--- config.mk ---
export PLATFORM = sky130hd
export DESIGN_NAME = spi_slave_tx
export DESIGN_NICKNAME = d
export VERILOG_FILES = /design/src/rtl/spi_slave_tx.sv
export SDC_FILE = /design/constraint.sdc
export NUM_CORES = 1
export LEC_CHECK = 0
export ABC_AREA = 1
export BUFFER_PORTS_ARGS = -buffer_cell sky130_fd_sc_hd__clkbuf_2
export CORE_MARGIN = 3
export CORE_UTILIZATION = 55
export DETAILED_ROUTE_END_ITERATION = 16
export MAX_ROUTING_LAYER = met4
export PLACE_DENSITY = 0.81
export SLEW_MARGIN = 25
export SYNTH_ARGS = -nofsm -noshare
export SYNTH_HDL_FRONTEND = slang
export SYNTH_SLANG_ARGS = --single-unit
--- constraint.sdc ---
create_clock -name clk -period 2.35 [get_ports clk]
set_input_delay 0.1175 -clock clk [delete_from_list [all_inputs] [get_ports clk]]
set_output_delay 0.1175 -clock clk [all_outputs]
set_load 0.05 [all_outputs]
--- src/rtl/spi_slave_tx.sv ---
`default_nettype none
//============================================================================
// Module      : spi_slave_tx
// Description : SPI slave transmitter (mode 0, LSB first). The local core
//               loads a word via newd/din; when the master selects the block
//               with cs and clocks sclk, the word is shifted out on miso.
//               sclk, cs (and mosi when receiving) are oversampled in clk.
// Ports       : clk, rst           - system clock, synchronous active-high reset
//               newd, din, ready   - word load handshake
//               sclk, cs, mosi     - SPI pins from the master (asynchronous)
//               miso               - SPI data out, 0 outside SHIFT
//               done/abort/underrun- single-cycle status pulses
//               dout               - received word (RX build only, else 0)
// Options     : define SPI_SLV_RX_EN for full-duplex operation (mosi capture)
// Revision    : 1.0 - initial release
//============================================================================
module spi_slave_tx #(
    parameter int DATA_W      = 12,
    parameter int SYNC_STAGES = 2
) (
    input  logic              clk,
    input  logic              rst,
    input  logic              newd,
    input  logic [DATA_W-1:0] din,
    output logic              ready,
    input  logic              sclk,
    input  logic              cs,
    input  logic              mosi,
    output logic              miso,
    output logic              done,
    output logic              abort,
    output logic              underrun,
    output logic [DATA_W-1:0] dout
);

    localparam int                 c_cnt_w    = $clog2(DATA_W + 1);
    localparam logic [c_cnt_w-1:0] c_cnt_full = c_cnt_w'(DATA_W);
    localparam logic [c_cnt_w-1:0] c_cnt_last = c_cnt_w'(DATA_W - 1);

    typedef enum logic [1:0] {
        ST_IDLE   = 2'd0,
        ST_ARMED  = 2'd1,
        ST_SHIFT  = 2'd2,
        ST_FINISH = 2'd3
    } state_t;

    // ------------------------------------------------------------------
    // Pin synchronizers and edge detectors. These flops are deliberately
    // not reset: they always track the real pin level, so a reset in the
    // middle of a transfer (cs held low) does not fabricate a cs edge.
    // ------------------------------------------------------------------
    logic [SYNC_STAGES-1:0] r_sclk_sync;
    logic [SYNC_STAGES-1:0] r_cs_sync;
    logic                   r_sclk_d;
    logic                   r_cs_d;
    logic                   w_sclk_s;
    logic                   w_cs_s;
    logic                   w_sclk_rise;
    logic                   w_sclk_fall;
    logic                   w_cs_fall;
    logic                   w_cs_rise;

    always_ff @(posedge clk) begin
        r_sclk_sync <= {r_sclk_sync[SYNC_STAGES-2:0], sclk};
        r_cs_sync   <= {r_cs_sync[SYNC_STAGES-2:0], cs};
        r_sclk_d    <= w_sclk_s;
        r_cs_d      <= w_cs_s;
    end

    assign w_sclk_s    = r_sclk_sync[SYNC_STAGES-1];
    assign w_cs_s      = r_cs_sync[SYNC_STAGES-1];
    assign w_sclk_rise = w_sclk_s & ~r_sclk_d;
    assign w_sclk_fall = ~w_sclk_s & r_sclk_d;
    assign w_cs_fall   = ~w_cs_s & r_cs_d;
    assign w_cs_rise   = w_cs_s & ~r_cs_d;

    // ------------------------------------------------------------------
    // Control FSM and transmit datapath
    // ------------------------------------------------------------------
    state_t              r_state, w_state_nxt;
    logic [DATA_W-1:0]   r_shreg, w_shreg_nxt;
    logic [c_cnt_w-1:0]  r_bitcnt, w_bitcnt_nxt;
    logic                r_done, w_done_nxt;
    logic                r_abort, w_abort_nxt;
    logic                r_underrun, w_underrun_nxt;
    logic                w_take_rise;

    // An sclk rise counts while selected; the rise that completes the last
    // bit also counts when it coincides with cs rising (done beats abort).
    assign w_take_rise = (r_state == ST_SHIFT) && w_sclk_rise &&
                         (!w_cs_s || (r_bitcnt == c_cnt_last));

    always_ff @(posedge clk) begin
        if (rst) begin
            r_state    <= ST_IDLE;
            r_shreg    <= '0;
            r_bitcnt   <= '0;
            r_done     <= 1'b0;
            r_abort    <= 1'b0;
            r_underrun <= 1'b0;
        end else begin
            r_state    <= w_state_nxt;
            r_shreg    <= w_shreg_nxt;
            r_bitcnt   <= w_bitcnt_nxt;
            r_done     <= w_done_nxt;
            r_abort    <= w_abort_nxt;
            r_underrun <= w_underrun_nxt;
        end
    end

    always_comb begin
        w_state_nxt    = r_state;
        w_shreg_nxt    = r_shreg;
        w_bitcnt_nxt   = r_bitcnt;
        w_done_nxt     = 1'b0;
        w_abort_nxt    = 1'b0;
        w_underrun_nxt = 1'b0;
        unique case (r_state)
            ST_IDLE: begin
                if (w_cs_fall) begin
                    // Selected straight from IDLE: a same-cycle load still
                    // makes it; otherwise send zeros and flag the underrun.
                    w_state_nxt  = ST_SHIFT;
                    w_bitcnt_nxt = '0;
                    if (newd) begin
                        w_shreg_nxt = din;
                    end else begin
                        w_shreg_nxt    = '0;
                        w_underrun_nxt = 1'b1;
                    end
                end else if (newd) begin
                    w_shreg_nxt = din;
                    w_state_nxt = ST_ARMED;
                end
            end
            ST_ARMED: begin
                if (w_cs_fall) begin
                    w_state_nxt  = ST_SHIFT;
                    w_bitcnt_nxt = '0;
                end
            end
            ST_SHIFT: begin
                if (w_take_rise && (r_bitcnt == c_cnt_last)) begin
                    w_bitcnt_nxt = c_cnt_full;
                    w_done_nxt   = 1'b1;
                    w_state_nxt  = ST_FINISH;
                end else if (w_cs_rise) begin
                    w_abort_nxt  = 1'b1;
                    w_state_nxt  = ST_IDLE;
                    w_shreg_nxt  = '0;
                    w_bitcnt_nxt = '0;
                end else begin
                    if (w_take_rise && (r_bitcnt != c_cnt_full))
                        w_bitcnt_nxt = r_bitcnt + 1'b1;
                    if (w_sclk_fall && !w_cs_s && (r_bitcnt < c_cnt_full))
                        w_shreg_nxt = {1'b0, r_shreg[DATA_W-1:1]};
                end
            end
            ST_FINISH: begin
                if (w_cs_rise) begin
                    w_state_nxt  = ST_IDLE;
                    w_shreg_nxt  = '0;
                    w_bitcnt_nxt = '0;
                end
            end
            default: begin
                w_state_nxt = ST_IDLE;
            end
        endcase
    end

    assign ready    = (r_state == ST_IDLE);
    assign miso     = (r_state == ST_SHIFT) & r_shreg[0];
    assign done     = r_done;
    assign abort    = r_abort;
    assign underrun = r_underrun;

    // ------------------------------------------------------------------
    // Optional receive path
    // ------------------------------------------------------------------
`ifdef SPI_SLV_RX_EN
    logic [SYNC_STAGES-1:0] r_mosi_sync;
    logic                   w_mosi_s;
    logic [DATA_W-1:0]      r_rxreg;
    logic [DATA_W-1:0]      r_dout;
    logic [DATA_W-1:0]      w_rx_shifted;

    always_ff @(posedge clk) begin
        r_mosi_sync <= {r_mosi_sync[SYNC_STAGES-2:0], mosi};
    end

    // mosi has the same synchronizer depth as sclk, so the bit sampled at
    // a detected rise is the one the master set up before its pin rise.
    assign w_mosi_s     = r_mosi_sync[SYNC_STAGES-1];
    assign w_rx_shifted = {w_mosi_s, r_rxreg[DATA_W-1:1]};

    always_ff @(posedge clk) begin
        if (rst) begin
            r_rxreg <= '0;
            r_dout  <= '0;
        end else begin
            if (w_take_rise)
                r_rxreg <= w_rx_shifted;
            if (w_done_nxt)
                r_dout <= w_rx_shifted;
        end
    end

    assign dout = r_dout;
`else
    logic w_unused_mosi;
    assign w_unused_mosi = mosi;
    assign dout          = '0;
`endif

endmodule
`default_nettype wire

==> flow_metrics.py <==
metrics = {
    "timing": {
        "clock_skew_ns": 0.00377,
        "tightest_slew_ns": 0.547,
        "setup_tns_ns": 0,
        "fin_crit_sh": 0.755,
        "clock.fmax_ghz": 0.564,
        "hold_slack_ns": 0.158,
        "slew_violations": 0,
        "fin_crit_ns": 1.77,
        "finalSetupViolCount": 0,
        "slew_headroom": 0.633,
        "final_hold_viol_count": 0,
        "rsz0062_at_grt": "no",
        "worst_slack_ns": 0.576,
    },
    "floorplan": {
        "die_area_um2": 3600,
        "ios": 35,
        "initial_core_util": 0.614,
        "fp.dieH_um": 60.0,
        "rows": 18,
        "die-width_um": 60.0,
        "core_um2": 2610,
    },
    "clocking": {
        "clock_latency_ns": 0.32,
        "clk_pin_slew_ns": 0.14,
        "cts_root_buf": "clkbuf_4",
        "clk_path_buf_depth": 2,
        "cts_tree": "done",
        "cts_buffers": 3,
        "cts_sinks": 27,
        "htree_num_levels": 1,
        "postCtsSetupBuffers": 0,
    },
    "final_layout": {
        "num_antenna_cells": 0,
        "layout-drive-gt1-share": 0.241,
        "final_common_cell": "nand2_1",
        "area_growth_pct": 5.69,
        "finalNetCount": 270,
        "final_cell_mix": "55 x nand2_1, 31 x nor2_1, 27 x dfxtp_1",
    },
    "hold_path": {
        "hold_start": "din[11]",
        "min_path_type": "input port to flop",
        "min_to": "r_shreg[11]",
        "min_path_cells": 5,
    },
    "yosys": {
        "synthMuxAreaShare": 0,
        "synth.avg_cell_area_um2": 7.01,
        "synthAdderAreaFrac": 0.0156,
        "synth-edff-count": 0,
        "synth_cells": 229,
        "ys_warn_count": 0,
        "synth-seq-cells": 27,
        "synth_compound_area_frac": 0.0327,
        "ys_types": 29,
        "synth_top_family_by_area": "simple AND/OR/NAND/NOR gates",
        "yosys.area_share.simple": 0.436,
        "synth_ff_type": "dfxtp_1",
        "yosysSeqAreaShare": 0.337,
        "syn_area_um2": 1610,
        "synth-xor-area-share": 0.00546,
        "synthArstFlopShare": 0,
    },
    "run_status": {
        "status": "finished clean",
    },
    "pwr": {
        "p_per_area_nw_per_um2": 634,
        "p_total_mw": 1.08,
        "peakVddDrop_uv": 533,
        "leakage_nw": 0.899,
    },
    "critical_path": {
        "path_class": "flop to flop",
        "r2r_setup_slack_ns": 0.58,
        "startpoint_type": "flop",
        "r2r-end": "r_shreg[2]",
        "path_max_fanout": 17,
        "cp.required_ns": 2.62,
        "cp.arrival_ns": 2.04,
        "rr_worst_depth": 7,
        "r2r-start": "r_state[1]",
        "worst_setup_path_end_kind": "flop",
    },
    "global_route": {
        "grt_pass1_vias": 1180,
        "grt_remaining_overflow": 0,
        "grt_max_degree": 19,
        "grt_pass1_wl_um": 4950,
        "track_usage": 0.183,
        "antenna_found_initial": 0,
    },
    "routing": {
        "vias": 1331,
        "drc": 0,
        "drt_iter0_markers": 38,
        "wl_um": 2860,
        "wl_per_cell_um": 10.3,
        "first_pass_iters": 4,
        "via_per_inst": 4.77,
        "antenna_left": 0,
    },
    "placed_design": {
        "place.detailed.hpwl_um": 2040,
        "preCtsSetupSlack_ns": 0.628,
        "port_buffers": 21,
        "gp_congestion": 0.777,
    },
    "flow_run": {
        "maxCapViolCount": 0,
    },
}
-- synthesized netlist by cell type (2+ instances only) --
cell type / instances / share of area
nor2_1: 31 / 0.072
buf_4: 12 / 0.056
nand3_2: 11 / 0.069
o21ai_0: 4 / 0.012
nand2_1: 55 / 0.13
nor2_4: 3 / 0.021
o21ai_1: 2 / 0.0062
buf_6: 5 / 0.035
dfxtp_1: 27 / 0.34
nand3_1: 20 / 0.062
inv_1: 26 / 0.061
ha_1: 2 / 0.016
nor2_2: 13 / 0.051
inv_2: 2 / 0.0047
buf_2: 2 / 0.0062
-- registers in the layout (all words and copies together) (netlist names) --
name         cells
r_shreg         12
r_bitcnt         4
r_cs_sync        2
r_sclk_sync      2
r_state          2
abort            1
done             1
r_cs_d           1
r_sclk_d         1
underrun         1
-- cell families (layout without fill, tap and decap cells) --
group / Yosys count / count (layout)
AND/OR/NAND/NOR: 139 / 139
buffers and inverters: 50 / 59
flip-flops: 27 / 27
AO/OA/AOI/OAI: 9 / 9
adder cells (fa/ha/maj): 2 / 2
other: 1 / 12
XOR/XNOR: 1 / 1
-- area by class of cell --
type                            instances  area, um^2
Clock buffer                            3        22.5
Clock inverter                          1        5.00
Fill cell                             239         916
Inverter                               29         109
Multi-Input combinational cell        163         832
Sequential cell                        27         541
Tap cell                               30        37.5
Timing Repair Buffer                   26         150
-- timing repair --
action / 4_1_cts / 5_1_grt
resized for setup: 0 / 0
hold buffers: 3 / 0
endpoints found under the hold margin: 5 / 0
-- where the power goes --
part | internal, mW | leakage, nW | switching [mW]
clock network | 0.0638 | 0.0177 | 0.131
logic | 0.110 | 0.658 | 0.227
registers | 0.508 | 0.224 | 0.0358
total | 0.682 | 0.899 | 0.395
-- critical path, cell delays in order (launching register included) --
cell,delay (ns)
dfxtp_1,0.57
nand2_2,0.14
nor2_4,0.37
a21boi_2,0.21
buf_4,0.22
nand3_2,0.06
nand2_1,0.06
nor2_2,0.09
-- how the worst max path moves through the flow --
stage,cells after the start,slack [ns],start,end
5_1_grt,7,0.44,r_state[1],r_shreg[9]
6_report,7,0.58,r_state[1],r_shreg[2]
3_5_place_dp,7,0.63,r_state[1],r_shreg[0]
3_3_place_gp,7,0.64,r_state[1],r_shreg[2]
2_1_floorplan,8,0.68,r_state[1],r_shreg[11]
4_1_cts,7,0.59,r_state[1],r_shreg[0]
-- stage by stage --
stage | std cells | util | area (um^2)
after global placement | 272 | 0.627 | 1640
after floorplan | 240 | - | 1650
after detailed placement | 272 | 0.627 | 1640
after global routing | 279 | 0.649 | 1700
final | 279 | 0.649 | 1700
after CTS | 279 | 0.649 | 1700
-- metal layers --
metal | wire length, um | track usage | vias up
met2 | 1330 | 0.289 | 34
met3 | 141 | 0.0389 | 4
met5 | 0 | - | -
li1 | - | - | 719
met4 | 31 | 0.0696 | 0
met1 | 1360 | 0.228 | 574
No activity file was read; power rests on OpenSTA's default activity.
